$ cat src/rtl/nn_weight_sequencer.sv
// Streams signed weights for one input node to nn_adder per snooped ciphertext element,
// using credit-gated pipelined BRAM reads into a small skid FIFO.
module nn_weight_sequencer #(
    parameter int K_VAL       = 501,
    parameter int DEPTH       = 100,
    parameter int OUT_NODES   = 10,
    parameter int ROM_LATENCY = 2,
    parameter int FIFO_DEPTH  = 4,
    localparam int AW = $clog2(DEPTH * OUT_NODES),
    localparam int CW = $clog2(DEPTH * K_VAL + 1)
) (
    input  logic              clk_in,
    input  logic              rst_in,
    input  logic              start_in,
    input  logic              ct_valid_in,
    input  logic              ct_ready_in,
    input  logic [9:0]        idx_N_in,
    output logic              rom_en_out,
    output logic [AW-1:0]     rom_addr_out,
    input  logic signed [2:0] rom_data_in,
    output logic              weights_valid,
    output logic signed [2:0] weights_out,
    output logic [5:0]        weights_idx,
    input  logic              weights_ready,
    output logic              busy_out,
    output logic              done_out,
    output logic              err_out
);
    localparam int IW   = 6;
    localparam int PW   = (FIFO_DEPTH > 1) ? $clog2(FIFO_DEPTH) : 1;
    localparam int NW   = $clog2(FIFO_DEPTH + 1);

    typedef enum logic [1:0] {ST_IDLE, ST_WAIT_CT, ST_ISSUE, ST_DRAIN} state_t;

    state_t            r_state;
    logic [IW-1:0]     r_j;
    logic [AW-1:0]     r_base;
    logic              r_bad;
    logic [CW-1:0]     r_ctCount;
    logic              r_done;
    logic              r_err;

    logic              r_tagValid [ROM_LATENCY];
    logic              r_tagZero  [ROM_LATENCY];
    logic [IW-1:0]     r_tagJ     [ROM_LATENCY];

    logic signed [2:0] r_fifoData [FIFO_DEPTH];
    logic [IW-1:0]     r_fifoIdx  [FIFO_DEPTH];
    logic [PW-1:0]     r_wrPtr;
    logic [PW-1:0]     r_rdPtr;
    logic [NW-1:0]     r_count;

    logic [7:0]        w_inflight;
    logic              w_credit;
    logic              w_issue;
    logic              w_ctFire;
    logic              w_idxBad;
    logic [AW-1:0]     w_base;
    logic              w_push;
    logic              w_full;
    logic              w_doPush;
    logic              w_overflow;
    logic              w_pop;
    logic signed [2:0] w_pushData;

    // Every read in the tag pipe still owns a FIFO slot it will land in.
    always_comb begin
        w_inflight = '0;
        for (int s = 0; s < ROM_LATENCY; s++) begin
            w_inflight = w_inflight + {7'd0, r_tagValid[s]};
        end
    end

    assign w_credit   = (w_inflight + 8'(r_count)) < 8'(FIFO_DEPTH);
    assign w_issue    = (r_state == ST_ISSUE) && w_credit;
    assign w_ctFire   = ct_valid_in && ct_ready_in;
    assign w_idxBad   = 32'(idx_N_in) >= 32'(DEPTH);
    assign w_base     = AW'(32'(idx_N_in) * 32'(OUT_NODES));

    assign w_push     = r_tagValid[ROM_LATENCY-1];
    assign w_full     = (r_count == NW'(FIFO_DEPTH));
    assign w_doPush   = w_push && !w_full;
    assign w_overflow = w_push && w_full;
    assign w_pop      = weights_valid && weights_ready;
    assign w_pushData = r_tagZero[ROM_LATENCY-1] ? 3'sd0 : rom_data_in;

    assign rom_en_out    = w_issue && !r_bad;
    assign rom_addr_out  = rom_en_out ? AW'(r_base + AW'(r_j)) : '0;
    assign weights_valid = (r_count != '0);
    assign weights_out   = weights_valid ? r_fifoData[r_rdPtr] : 3'sd0;
    assign weights_idx   = weights_valid ? r_fifoIdx[r_rdPtr] : '0;
    assign busy_out      = (r_state != ST_IDLE);
    assign done_out      = r_done;
    assign err_out       = r_err;

    always_ff @(posedge clk_in) begin
        if (rst_in) begin
            for (int s = 0; s < ROM_LATENCY; s++) begin
                r_tagValid[s] <= 1'b0;
                r_tagZero[s]  <= 1'b0;
                r_tagJ[s]     <= '0;
            end
            r_wrPtr <= '0;
            r_rdPtr <= '0;
            r_count <= '0;
        end else begin
            r_tagValid[0] <= w_issue;
            r_tagZero[0]  <= r_bad;
            r_tagJ[0]     <= r_j;
            for (int s = 1; s < ROM_LATENCY; s++) begin
                r_tagValid[s] <= r_tagValid[s-1];
                r_tagZero[s]  <= r_tagZero[s-1];
                r_tagJ[s]     <= r_tagJ[s-1];
            end
            if (w_doPush) begin
                r_fifoData[r_wrPtr] <= w_pushData;
                r_fifoIdx[r_wrPtr]  <= r_tagJ[ROM_LATENCY-1];
                r_wrPtr <= (r_wrPtr == PW'(FIFO_DEPTH - 1)) ? '0 : r_wrPtr + 1'b1;
            end
            if (w_pop) begin
                r_rdPtr <= (r_rdPtr == PW'(FIFO_DEPTH - 1)) ? '0 : r_rdPtr + 1'b1;
            end
            case ({w_doPush, w_pop})
                2'b10:   r_count <= r_count + 1'b1;
                2'b01:   r_count <= r_count - 1'b1;
                default: r_count <= r_count;
            endcase
        end
    end

    always_ff @(posedge clk_in) begin
        if (rst_in) begin
            r_state   <= ST_IDLE;
            r_j       <= '0;
            r_base    <= '0;
            r_bad     <= 1'b0;
            r_ctCount <= '0;
            r_done    <= 1'b0;
            r_err     <= 1'b0;
        end else begin
            r_done <= 1'b0;
            if (w_overflow) begin
                r_err <= 1'b1;
            end
            case (r_state)
                ST_IDLE: begin
                    if (start_in) begin
                        r_ctCount <= '0;
                        r_state   <= ST_WAIT_CT;
                    end
                end
                ST_WAIT_CT: begin
                    if (w_ctFire) begin
                        r_base  <= w_base;
                        r_bad   <= w_idxBad;
                        r_j     <= '0;
                        r_state <= ST_ISSUE;
                        if (w_idxBad) begin
                            r_err <= 1'b1;
                        end
                    end
                end
                ST_ISSUE: begin
                    if (w_ctFire) begin
                        r_err <= 1'b1;
                    end
                    if (w_issue) begin
                        r_j <= r_j + 1'b1;
                        if (r_j == IW'(OUT_NODES - 1)) begin
                            r_state <= ST_DRAIN;
                        end
                    end
                end
                ST_DRAIN: begin
                    if (w_ctFire) begin
                        r_err <= 1'b1;
                    end
                    // The row ends only once the adder has taken the last output node.
                    if (w_pop && (weights_idx == IW'(OUT_NODES - 1))) begin
                        if (r_ctCount + CW'(1) == CW'(DEPTH * K_VAL)) begin
                            r_done  <= 1'b1;
                            r_state <= ST_IDLE;
                        end else begin
                            r_ctCount <= r_ctCount + CW'(1);
                            r_state   <= ST_WAIT_CT;
                        end
                    end
                end
                default: r_state <= ST_IDLE;
            endcase
        end
    end
endmodule

$ cat config.mk
export PLATFORM = sky130hd
export DESIGN_NAME = nn_weight_sequencer
export DESIGN_NICKNAME = d
export VERILOG_FILES = /design/src/rtl/nn_weight_sequencer.sv
export SDC_FILE = /design/constraint.sdc
export NUM_CORES = 1
export LEC_CHECK = 0
export BUFFER_PORTS_ARGS = -buffer_cell sky130_fd_sc_hd__buf_2
export CORE_MARGIN = 3
export CORE_UTILIZATION = 45
export DETAILED_ROUTE_END_ITERATION = 10
export GPL_TIMING_DRIVEN = 0
export REMOVE_ABC_BUFFERS = 1
export SLEW_MARGIN = 10
export SYNTH_ARGS = -nofsm -noshare
export SYNTH_HDL_FRONTEND = slang
export SYNTH_SLANG_ARGS = --single-unit
$ cat constraint.sdc
create_clock -name clk_in -period 7.8 [get_ports clk_in]
set_clock_uncertainty 0.2 [all_clocks]
set_input_delay 0.39 -clock clk_in [delete_from_list [all_inputs] [get_ports clk_in]]
set_output_delay 0.39 -clock clk_in [all_outputs]
set_load 0.05 [all_outputs]
# Word level (Yosys, flattened, before mapping)
# Memory sizes are Yosys's and may differ from the RTL's. A register that Yosys moved wholly into a read port is not among the register bits.
# Cells that the tools add are included.
[totals] ff_bits=43 mem_bits_rw=52 in_bits=19 output_inout_bits=24 elab_cells=116 mem_count=5
[classes] add_sub_neg=9 mul=1 magnitude_cmp=2 n_eq_ne=17 muxes=43 n_bitwise=8 reduce_logical=21
[memory_table] memory="r_fifoIdx" words=4 word_bits=6 rd=1 rd_clocked_by_memory_dff=1 write_ports=1 line_no="48" rtl="logic [IW-1:0] r_fifoIdx [FIFO_DEPTH];"
[memory_table] memory="r_fifoData" words=4 word_bits=3 rd=1 rd_clocked_by_memory_dff=1 write_ports=1 line_no="47" rtl="logic signed [2:0] r_fifoData [FIFO_DEPTH];"
[memory_table] memory="r_tagJ" words=2 word_bits=6 rd=2 rd_clocked_by_memory_dff=0 write_ports=2 line_no="45" rtl="logic [IW-1:0] r_tagJ [ROM_LATENCY];"
[memory_table] memory="r_tagValid" words=2 word_bits=1 rd=2 rd_clocked_by_memory_dff=0 write_ports=2 line_no="43" rtl="logic r_tagValid [ROM_LATENCY];"
[memory_table] memory="r_tagZero" words=2 word_bits=1 rd=2 rd_clocked_by_memory_dff=0 write_ports=2 line_no="44" rtl="logic r_tagZero [ROM_LATENCY];"
[op_table] cell="16-bit 2-to-1 mux" count=3
[op_table] cell="16-bit case mux with 2 select lines" count=1
[op_table] cell="6-bit 2-to-1 mux" count=5
[op_table] cell="2-bit 2-to-1 mux" count=11
[op_table] cell="16-bit by 1-bit adder with 16-bit output (second input constant)" count=1
[op_table] cell="16-bit == test (second input constant)" count=1
[op_table] cell="1-bit 2-to-1 mux" count=16
[op_table] cell="6-bit by 4-bit == test with 1-bit output (second input constant)" count=2
[op_table] cell="6-bit case mux with 2 select lines" count=1
[op_table] cell="10-bit by 6-bit adder with 10-bit output" count=1
[op_table] cell="2-bit == test (second input constant)" count=5
[op_table] cell="10-bit by 7-bit >= comparator with 1-bit output (second input constant)" count=1
[op_table] cell="10-bit by 3-bit multiplier with 9-bit output (second input constant)" count=1
[op_table] cell="10-bit 2-to-1 mux" count=1
[op_table] cell="2-bit != test (second input constant)" count=5
[op_table] cell="2-bit case mux with 4 select lines" count=1
[op_table] cell="2-bit nonzero test" count=4
[op_table] cell="1-bit logical AND" count=7
[op_table] cell="6-bit by 1-bit adder with 6-bit output (second input constant)" count=1
[op_table] cell="3-bit 2-to-1 mux" count=2
[op_table] cell="1-bit bitwise OR" count=6
[op_table] cell="3-bit case mux with 2 select lines" count=1
[op_table] cell="5-bit AND reduction" count=1
[op_table] cell="2-bit by 1-bit adder with 2-bit output (second input constant)" count=2
[op_table] cell="other kinds (18)" count=21

# Logic depth before layout (Yosys ltp)
# Gate-level depths: netlist of run 1.
# An unclocked memory read counts as a cell.
[depth] word_depth=7 depth_mapped=10 depth_no_buf=10

# Worst setup path before layout of run 1
# Ideal clock, no wire load.
[synth_path] path_kind="register to output" from="reg r_count[0]" to="out rom_addr_out[3]" arrival_time_ps=2600 t_required_ps=7210 slack_ps=4610 stages_incl_launch_ff=8 n_path_buf=1 cell_sequence="dfxtp_1 -> ha_1 -> a21o_1 -> a21oi_1 -> nand2_1 -> or2_2 -> clkbuf_1 -> nor3_1"
[synth_via] elab_chain_len=5
[synth_rtl] element="start: declaration" line_no="51" rtl="logic [NW-1:0] r_count;"
[synth_rtl] element="start signal: assignment" line_no="124" rtl="2'b10: r_count <= r_count + 1'b1;"
[synth_rtl] element="start signal: assignment" line_no="125" rtl="2'b01: r_count <= r_count - 1'b1;"
[synth_rtl] element="start signal: assignment" line_no="126" rtl="default: r_count <= r_count;"
[synth_rtl] element="2-bit by 3-bit adder with 4-bit output" line_no="74" rtl="assign w_credit = (w_inflight + 8'(r_count)) < 8'(FIFO_DEPTH);"
[synth_rtl] element="4-bit by 3-bit less-than comparator with 1-bit output" line_no="74"
[synth_rtl] element="1-bit logical AND" line_no="75" rtl="assign w_issue = (r_state == ST_ISSUE) && w_credit;"
[synth_rtl] element="1-bit logical AND" line_no="87" rtl="assign rom_en_out = w_issue && !r_bad;"
[synth_rtl] element="10-bit 2-to-1 mux" line_no="88" rtl="assign rom_addr_out = rom_en_out ? AW'(r_base + AW'(r_j)) : '0;"
[synth_rtl] element="end: declaration" line_no="19" rtl="output logic [AW-1:0] rom_addr_out,"
# Every way passes these cells.

==> flow_summary.ini, run 1 <==
[outcome]
status = completed

[timing]
fin_crit_sh_pct = 42.9
worstMarginPinSlew_ns = 0.904
layout_min_cycle_time_ns = 3.35
final.setup.worst_slack_ns = 4.45
final_max_slew_viol_count = 0
maxSlewHeadroom_pct = 39.7
rsz0062_at_grt = false
finalSetupTns_ns = 0
finalSetupViolations = 0
timing.hold.ws_ns = 0.0734
fmax_mhz = 299
finalHoldViolations = 0

[drt]
wl_per_cell_um = 14.4
final_antenna_net_count = 0
drc = 0
wl_um = 9120
drtIter0Drc = 91
avgViaCountPerCell = 5.31
num_vias = 3369
drtPass1Iterations = 4

[yosys]
synth_flop_cell = dfxtp_1
synth-edff-count = 36
synthArstFlopShare_pct = 0
ys_seq_elements = 97
ys_types = 60
avgSynthCellArea_sq_um = 10.4
synthCells = 459
ys_warn_count = 0
synth-seq-area-share_pct = 48.2
netlist_area_sq_um = 4780

[place]
pre_cts_ws_ns = 4.43
io_buffers = 42
dp.final_hpwl_um = 6590
place.gp.congestion = 0.791

[finish]
diodes = 0
fin_nets = 549
layout-drive-gt1-share_pct = 15.5
syn_to_final_growth_pct = 10.7
final_core_util_pct = 52.6

[hold_path]
hold_class = input port to register

[floorplanning]
core_sq_um = 10000
die_h_um = 109
ios = 43
die_area_sq_um = 11900
initial_core_util_pct = 47.6
num_rows = 36
die_w_um = 109

[setup_path]
end_kind = register
critPathRequiredTime_ns = 7.88
cp_max_fo = 12
regToRegEndpoint = r_ctCount[7]
rr_worst_depth = 6
crit_end = r_ctCount[7]
crit_type = register to register
ff2ff_setup_slack_ns = 4.45
critPathLaunchType = register
cp.arrival_ns = 3.43

[grt]
grt_pass1_wl_um = 15800
grt_max_degree = 49
grt_overflow = 0
grt_antenna_before_repair = 0
grt_use_total_pct = 16.8
grt_pass1_vias = 3371

[clock_tree]
post-cts-setup-buffers = 0
root_buffer = clkbuf_8
h-tree-depth = 3
cts_tree = built
numClockSinks = 97
clock_latency_ns = 0.36
cts_resized = 0
cts_buffers = 9
cts.path.max_buffers = 2
clk_pin_slew_worst_paths_ns = 0.11
holdBufCountCts = 0

[pwr]
p_int_w = 0.000758
p_per_area_nw_per_um2 = 219
p_clk_share_pct = 27.3
power_frac_comb_pct = 23.8
p_total_w = 0.00116
peakVddDrop_uv = 89.9
swShare_pct = 34.4
switching_power_w = 0.000398
p_seq_share_pct = 48.9
p_leak_nw = 2.04

[job]
drv_cap = 0
==> power by group through the flow <==
stage	sequential, W	clock [W]	combinational (W)
finish	0.000565	0.000316	0.000275
global placement	0.000576	0	0.000272
floorplan	0.000572	0	0.000208
global route	0.000569	0.000347	0.000308
CTS	0.000565	0.000329	0.000277
detailed placement	0.000576	0	0.000276
==> cell type report <==
class	count	area (sq um)
fillers	909	4760
flip-flops and latches	97	2300
multi-input cells	314	2290
repair buffers	42	210
well taps	133	166
clock buffers	9	124
inverters	33	124
clock inverters	7	73.8
==> synthesized netlist by cell type (all sizes together), types with 2 or more instances <==
library cell,count,area share (%)
xor2,8,1.5
a31oi,4,0.52
edfxtp,36,23
ha,30,7.9
nand4,4,0.84
a21oi,24,2.5
nor4,7,1.2
mux2i,3,0.63
nand2b,2,0.26
a21o,10,1.6
and2,7,0.92
and4,3,0.55
a41oi,2,0.37
clkbuf,10,0.81
o31ai,2,0.31
o311ai,2,0.37
o211ai,2,0.31
fa,3,1.3
inv,33,2.6
nor2b,27,3.5
nor3,12,1.3
o22ai,6,0.79
buf,5,0.63
or3,6,0.89
or2,2,0.26
nand2,40,3.1
dfxtp,61,26
nor2,33,2.6
a211oi,2,0.31
nand3,14,1.6
and3,3,0.39
o21ai,12,1.3
xnor2,14,2.6
o21bai,4,0.63
mux4,9,4.2
==> cell families after synthesis <==
logic type / Yosys count / share of synthesized area [%]
mux: 13 / 5.11
buf+inv: 48 / 4.03
compound gates: 81 / 11.0
simple gates: 165 / 18.5
flops: 97 / 48.2
xor+xnor: 22 / 4.03
fa+ha+maj: 33 / 9.11
==> routing by layer <==
metal  part of all wire, %  up-vias  global-route usage [%]
li1                      -     1710                       -
met1                    48     1589                    22.4
met2                    47       61                    27.9
met3                   3.6        9                    3.32
met4                  0.95        0                    4.60
met5                     0        -                       0
==> state kept, by name, summed over array words and instances, names as in the netlist, 2 cells and up, named ones only <==
signal,cells
r_tagValid,2
r_tagZero,2
r_ctCount,16
r_rdPtr,2
r_fifoIdx,24
r_count,3
r_j,6
r_fifoData,12
r_wrPtr,2
r_state,2
r_tagJ,12
r_base,9
==> cells in the final DEF (no fill, tap or decap), types with 3 or more instances in the layout <==
cell type,instances
a21o_1,10
a21oi_1,24
a31oi_1,4
and2_1,7
and3_1,3
and4_1,3
buf_2,42
clkbuf_8,9
dfxtp_1,61
edfxtp_1,36
fa_1,3
ha_1,30
inv_1,33
inv_6,3
mux2i_1,3
mux4_2,9
nand2_1,40
nand3_1,13
nand4_1,3
nor2_1,33
nor2b_1,27
nor3_1,11
nor4_1,6
o21ai_0,8
o21ai_1,4
o21bai_1,4
o22ai_1,6
or3_1,5
xnor2_1,14
xor2_1,8
==> critical path, cell delays in order, from the launching register on <==
cell and delay, ns:
dfxtp_1 0.73, mux4_2 0.59, nor3_1 0.39, nand4b_2 0.32, a311o_1 0.58, or3_1 0.38
o221ai_1 0.07
==> through the flow <==
stage                     std cells  cell area [sq um]
after floorplan                 444               4710
after global placement          619               5080
after detailed placement        619               5080
after CTS                       635               5280
after global routing            635               5290
final                           635               5290
==> worst min-delay path by stage <==
stage                    endpoint  slack [ns]  cells past startpoint          from
floorplan           r_tagJ[0][10]        0.21                      1  r_tagJ[0][4]
global placement     r_tagJ[0][8]        0.22                      1  r_tagJ[0][2]
detailed placement   r_tagJ[0][6]        0.23                      1  r_tagJ[0][0]
CTS                     r_base[2]        0.06                      3   idx_N_in[1]
global route            r_base[2]        0.08                      3   idx_N_in[1]
finish                  r_base[2]        0.07                      3   idx_N_in[1]
No activity file was read; power rests on OpenSTA's default activity.
==> run 2: changes to the inputs <==
Clock period 7.8 ns to 3.4 ns, I/O delays scaled along.
==> flow_summary.ini, run 2 (same netlist as run 1, synthesis figures left out) <==
[grt]
grt_use_total_pct = 16.8
grt_pass1_vias = 3384
grt_antenna_before_repair = 0
grt_pass1_wl_um = 15800
grt_max_degree = 49
grt_overflow = 0

[timing]
timing.hold.ws_ns = 0.0170
finalHoldViolations = 0
fmax_mhz = 320
rsz0062_at_grt = false
final_max_slew_viol_count = 0
layout_min_cycle_time_ns = 3.12
finalSetupViolations = 0
maxSlewHeadroom_pct = 39.5
worstMarginPinSlew_ns = 0.908
fin_crit_sh_pct = 91.9

[finish]
nFillCells = 898
stdcell_area_sq_um = 5340
biggestRegsByFlops = r_fifoIdx x24, r_ctCount x16
final_core_util_pct = 53.2
diodes = 0
layout-drive-gt1-share_pct = 15.6
final_cell_mix = dfxtp_1, buf_2, nand2_1
largest-register = r_fifoIdx
syn_to_final_growth_pct = 11.8
fin_nets = 554
largest_reg_flops = 24
final_common_cell = dfxtp_1

[floorplanning]
die_area_sq_um = 11900
initial_core_util_pct = 47.6
core_sq_um = 10000
die_h_um = 109
ios = 43
die_w_um = 109
num_rows = 36

[setup_path]
critPathRequiredTime_ns = 3.48
cp_num_buf_inv = 0
crit_type = register to register
end_kind = register
slowest_stage = a311o_1
critPathLaunchType = register
crit_path_cell_trace = mux4_2 > nor3_1 > nand4b_2 > a311o_1 > or3_1 > o221ai_1
cp_max_fo = 12
regToRegEndpoint = r_ctCount[7]
ff2ff_setup_slack_ns = 0.28
cp.arrival_ns = 3.21
rr_worst_depth = 6
critPathTopFamily = simple AND/OR/NAND/NOR gates
cpPeakStageDelay_ns = 0.58

[job]
drv_cap = 0

[clock_tree]
cts_buffers = 9
post-cts-setup-buffers = 0
clk_pin_slew_worst_paths_ns = 0.11
h-tree-depth = 3
root_buffer = clkbuf_8
clock_latency_ns = 0.37
numClockSinks = 97
cts.path.max_buffers = 2
cts_tree = built

[hold_path]
holdPathStages = 2
hold_class = input port to register
hold_end = r_fifoData[2][0]
hold_start = rom_data_in[0]

[drt]
avgViaCountPerCell = 5.28
wl_per_cell_um = 14.3
drc = 0
drtIter0Drc = 99
wl_um = 9160
final_antenna_net_count = 0
drtPass1Iterations = 4
num_vias = 3377

[outcome]
status = completed

[place]
io_buffers = 42
place.gp.congestion = 0.791
dpl_cell_area_sq_um = 5080
dp.final_hpwl_um = 6590

[pwr]
p_per_area_nw_per_um2 = 498
p_leak_nw = 2.06
peakVddDrop_uv = 206
[run 2: cell type report]
cell class              instances  area [sq um]  area share (%)
flip-flops and latches         97          2300            43.1
multi-input cells             314          2290            42.8
repair buffers                 47           260            4.87
well taps                     133           166            3.12
clock buffers                   9           124            2.32
inverters                      33           124            2.32
clock inverters                 7          73.8            1.38
[run 2: worst max-delay path by stage]
stage / slack [ns] / cells after the start / endpoint
final: 0.28 / 6 / r_ctCount[7]
after global routing: 0.08 / 6 / r_ctCount[7]
after CTS: 0.22 / 6 / r_ctCount[7]
after detailed placement: 0.03 / 6 / r_ctCount[7]
after global placement: -0.04 / 6 / r_ctCount[7]
after floorplan: 0.53 / 6 / rom_addr_out[3]
[run 2: repair_timing]
item                                    in CTS  in global routing
endpoints found under the hold margin        8                  0
hold buffers                                 5                  0
resized for setup                            1                  0
endpoints found under the setup margin       1                  0
[run 2: power breakdown]
group | switching [W] | internal (W)
Clock | 0.000440 | 0.000286
Sequential | 0.0000519 | 0.00124
Combinational | 0.000424 | 0.000215
Total | 0.000915 | 0.00175
[run 2: metrics by stage]
stage,TNS [ns],cells,power (W),setup slack [ns]
2_1_floorplan,0,444,0.00179,0.532
3_3_place_gp,-0.0432,619,0.00195,-0.0432
3_5_place_dp,0,619,0.00195,0.0284
4_1_cts,0,640,0.00269,0.219
5_1_grt,0,640,0.00282,0.0767
6_report,0,640,0.00266,0.275
[run 2: metal layers]
layer	up-vias	track usage, %	share of wire (%)
li1	1723	-	-
met5	-	0	0
met1	1582	22.4	48
met3	7	3.20	3.6
met2	65	27.9	47
met4	0	4.60	0.98
==> run 3: changes to the inputs <==
--- a/config.mk
+++ b/config.mk
@@ -8,3 +8,3 @@
 export BUFFER_PORTS_ARGS = -buffer_cell sky130_fd_sc_hd__buf_2
-export CORE_MARGIN = 3
+export CORE_MARGIN = 4
 export CORE_UTILIZATION = 45
--- a/constraint.sdc
+++ b/constraint.sdc
@@ -4,2 +4,2 @@
 set_output_delay 0.17 -clock clk_in [all_outputs]
-set_load 0.05 [all_outputs]
+set_load 0.02 [all_outputs]
==> flow_summary.ini, run 3 (same netlist as run 1, synthesis figures left out) <==
[pwr]
switching_power_w = 0.000838
p_per_area_nw_per_um2 = 485
swShare_pct = 32.4
p_seq_share_pct = 50.0
peakVddDrop_uv = 206
p_clk_share_pct = 28.7
p_int_w = 0.00175
power_frac_comb_pct = 21.3
p_leak_nw = 2.07

[drt]
final_antenna_net_count = 0
drtIter0Drc = 112
num_vias = 3387
drc = 0
wl_per_cell_um = 14.6
avgViaCountPerCell = 5.28
wl_met3_um = 299
top_layer_used = met4
wl_um = 9370
wl_met2_um = 4450
drtPass1Iterations = 4
wl_met1_um = 4510

[clock_tree]
cts.path.max_buffers = 2
root_buffer = clkbuf_8
numClockSinks = 97
post-cts-setup-buffers = 0
cts_buffers = 9
h-tree-depth = 3
cts_tree = built
clock_latency_ns = 0.36
clk_pin_slew_worst_paths_ns = 0.11

[finish]
biggestRegsByFlops = r_fifoIdx x24, r_ctCount x16
largest_reg_flops = 24
fin_nets = 553
diodes = 0
multi_input_area_sq_um = 2290
largest-register = r_fifoIdx
syn_to_final_growth_pct = 11.8
regArea_sq_um = 2300
final_common_cell = dfxtp_1
nFillCells = 971
final_core_util_pct = 51.7
layout-drive-gt1-share_pct = 15.6
final_cell_mix = dfxtp_1, buf_2, nand2_1

[setup_path]
crit_type = register to register
critPathLaunchType = register
end_kind = register
cp_max_fo = 12
cp.arrival_ns = 3.30
critPathRequiredTime_ns = 3.49

[floorplanning]
initial_core_util_pct = 46.3
die_w_um = 111
die_h_um = 111
ios = 43
num_rows = 37
die_area_sq_um = 12300
core_sq_um = 10300

[grt]
grt_pass1_vias = 3350
grt_use_total_pct = 15.4
grt_max_degree = 49
grt_pass1_wl_um = 15800
grt_overflow = 0
grt_antenna_before_repair = 0

[timing]
worstMarginPinSlew_ns = 0.906
finalSetupViolations = 0
final.setup.worst_slack_ns = 0.189
rsz0062_at_grt = false
timing.hold.ws_ns = 0.0243
finalHoldViolations = 0
maxSlewHeadroom_pct = 39.6
layout_min_cycle_time_ns = 3.21
final_max_slew_viol_count = 0
fin_crit_sh_pct = 94.4
finalSetupTns_ns = 0
fmax_mhz = 311

[place]
place.gp.congestion = 0.821
pre_cts_ws_ns = -0.0241
io_buffers = 42
dp.final_hpwl_um = 6700

[hold_path]
hold_class = input port to register

[job]
drv_cap = 0

[outcome]
status = completed
## run 3: repair_timing
action	4_1_cts	5_1_grt
endpoints found under the hold margin	3	0
setup endpoints to repair	1	0
hold buffers	4	0
gates resized for setup	1	0
## run 3: path summary, 6_finish.rpt
kind                  startpoint          endpoint  slack (ns)  cells after the start
setup / recovery        register      r_ctCount[7]        0.19                      6
hold / removal    rom_data_in[1]  r_fifoData[0][1]        0.02                      2
setup reg to reg        register      r_ctCount[7]        0.19                      6
hold reg to reg     r_tagJ[0][1]      r_tagJ[0][7]        0.24                      1
## run 3: critical path: stages (launching register included)
cell and delay [ns]:
dfxtp_2 0.55, mux4_2 0.57, nor3_1 0.43, nand4b_2 0.34
a311o_1 0.59, or3_1 0.38, o221ai_1 0.07
## run 3: layout make-up
cell class / instances / share of cell area, %
clock buffers: 9 / 2.32
repair buffers: 46 / 4.69
well taps: 136 / 3.19
clock inverters: 7 / 1.52
multi-input cells: 314 / 42.8
inverters: 33 / 2.32
flip-flops and latches: 97 / 43.1
## run 3: power groups by stage
stage / Sequential (W) / Combinational, W / Clock (W)
finish: 0.00130 / 0.000551 / 0.000743
detailed placement: 0.00132 / 0.000550 / 0
CTS: 0.00130 / 0.000558 / 0.000768
global route: 0.00131 / 0.000623 / 0.000820
global placement: 0.00132 / 0.000537 / 0
floorplan: 0.00131 / 0.000394 / 0
## run 3: through the flow
step / power, W / std cells / area (sq um)
floorplan: 0.00170 / 444 / 4710
global placement: 0.00186 / 622 / 5090
detailed placement: 0.00187 / 622 / 5090
CTS: 0.00262 / 642 / 5340
global route: 0.00275 / 642 / 5340
finish: 0.00259 / 642 / 5340
## run 3: per-layer routing
layer  up-vias  GRT usage [%]
li1       1724              -
met5         -              0
met1      1598           20.9
met2        57           25.3
met4         0           5.27
met3         8           2.29
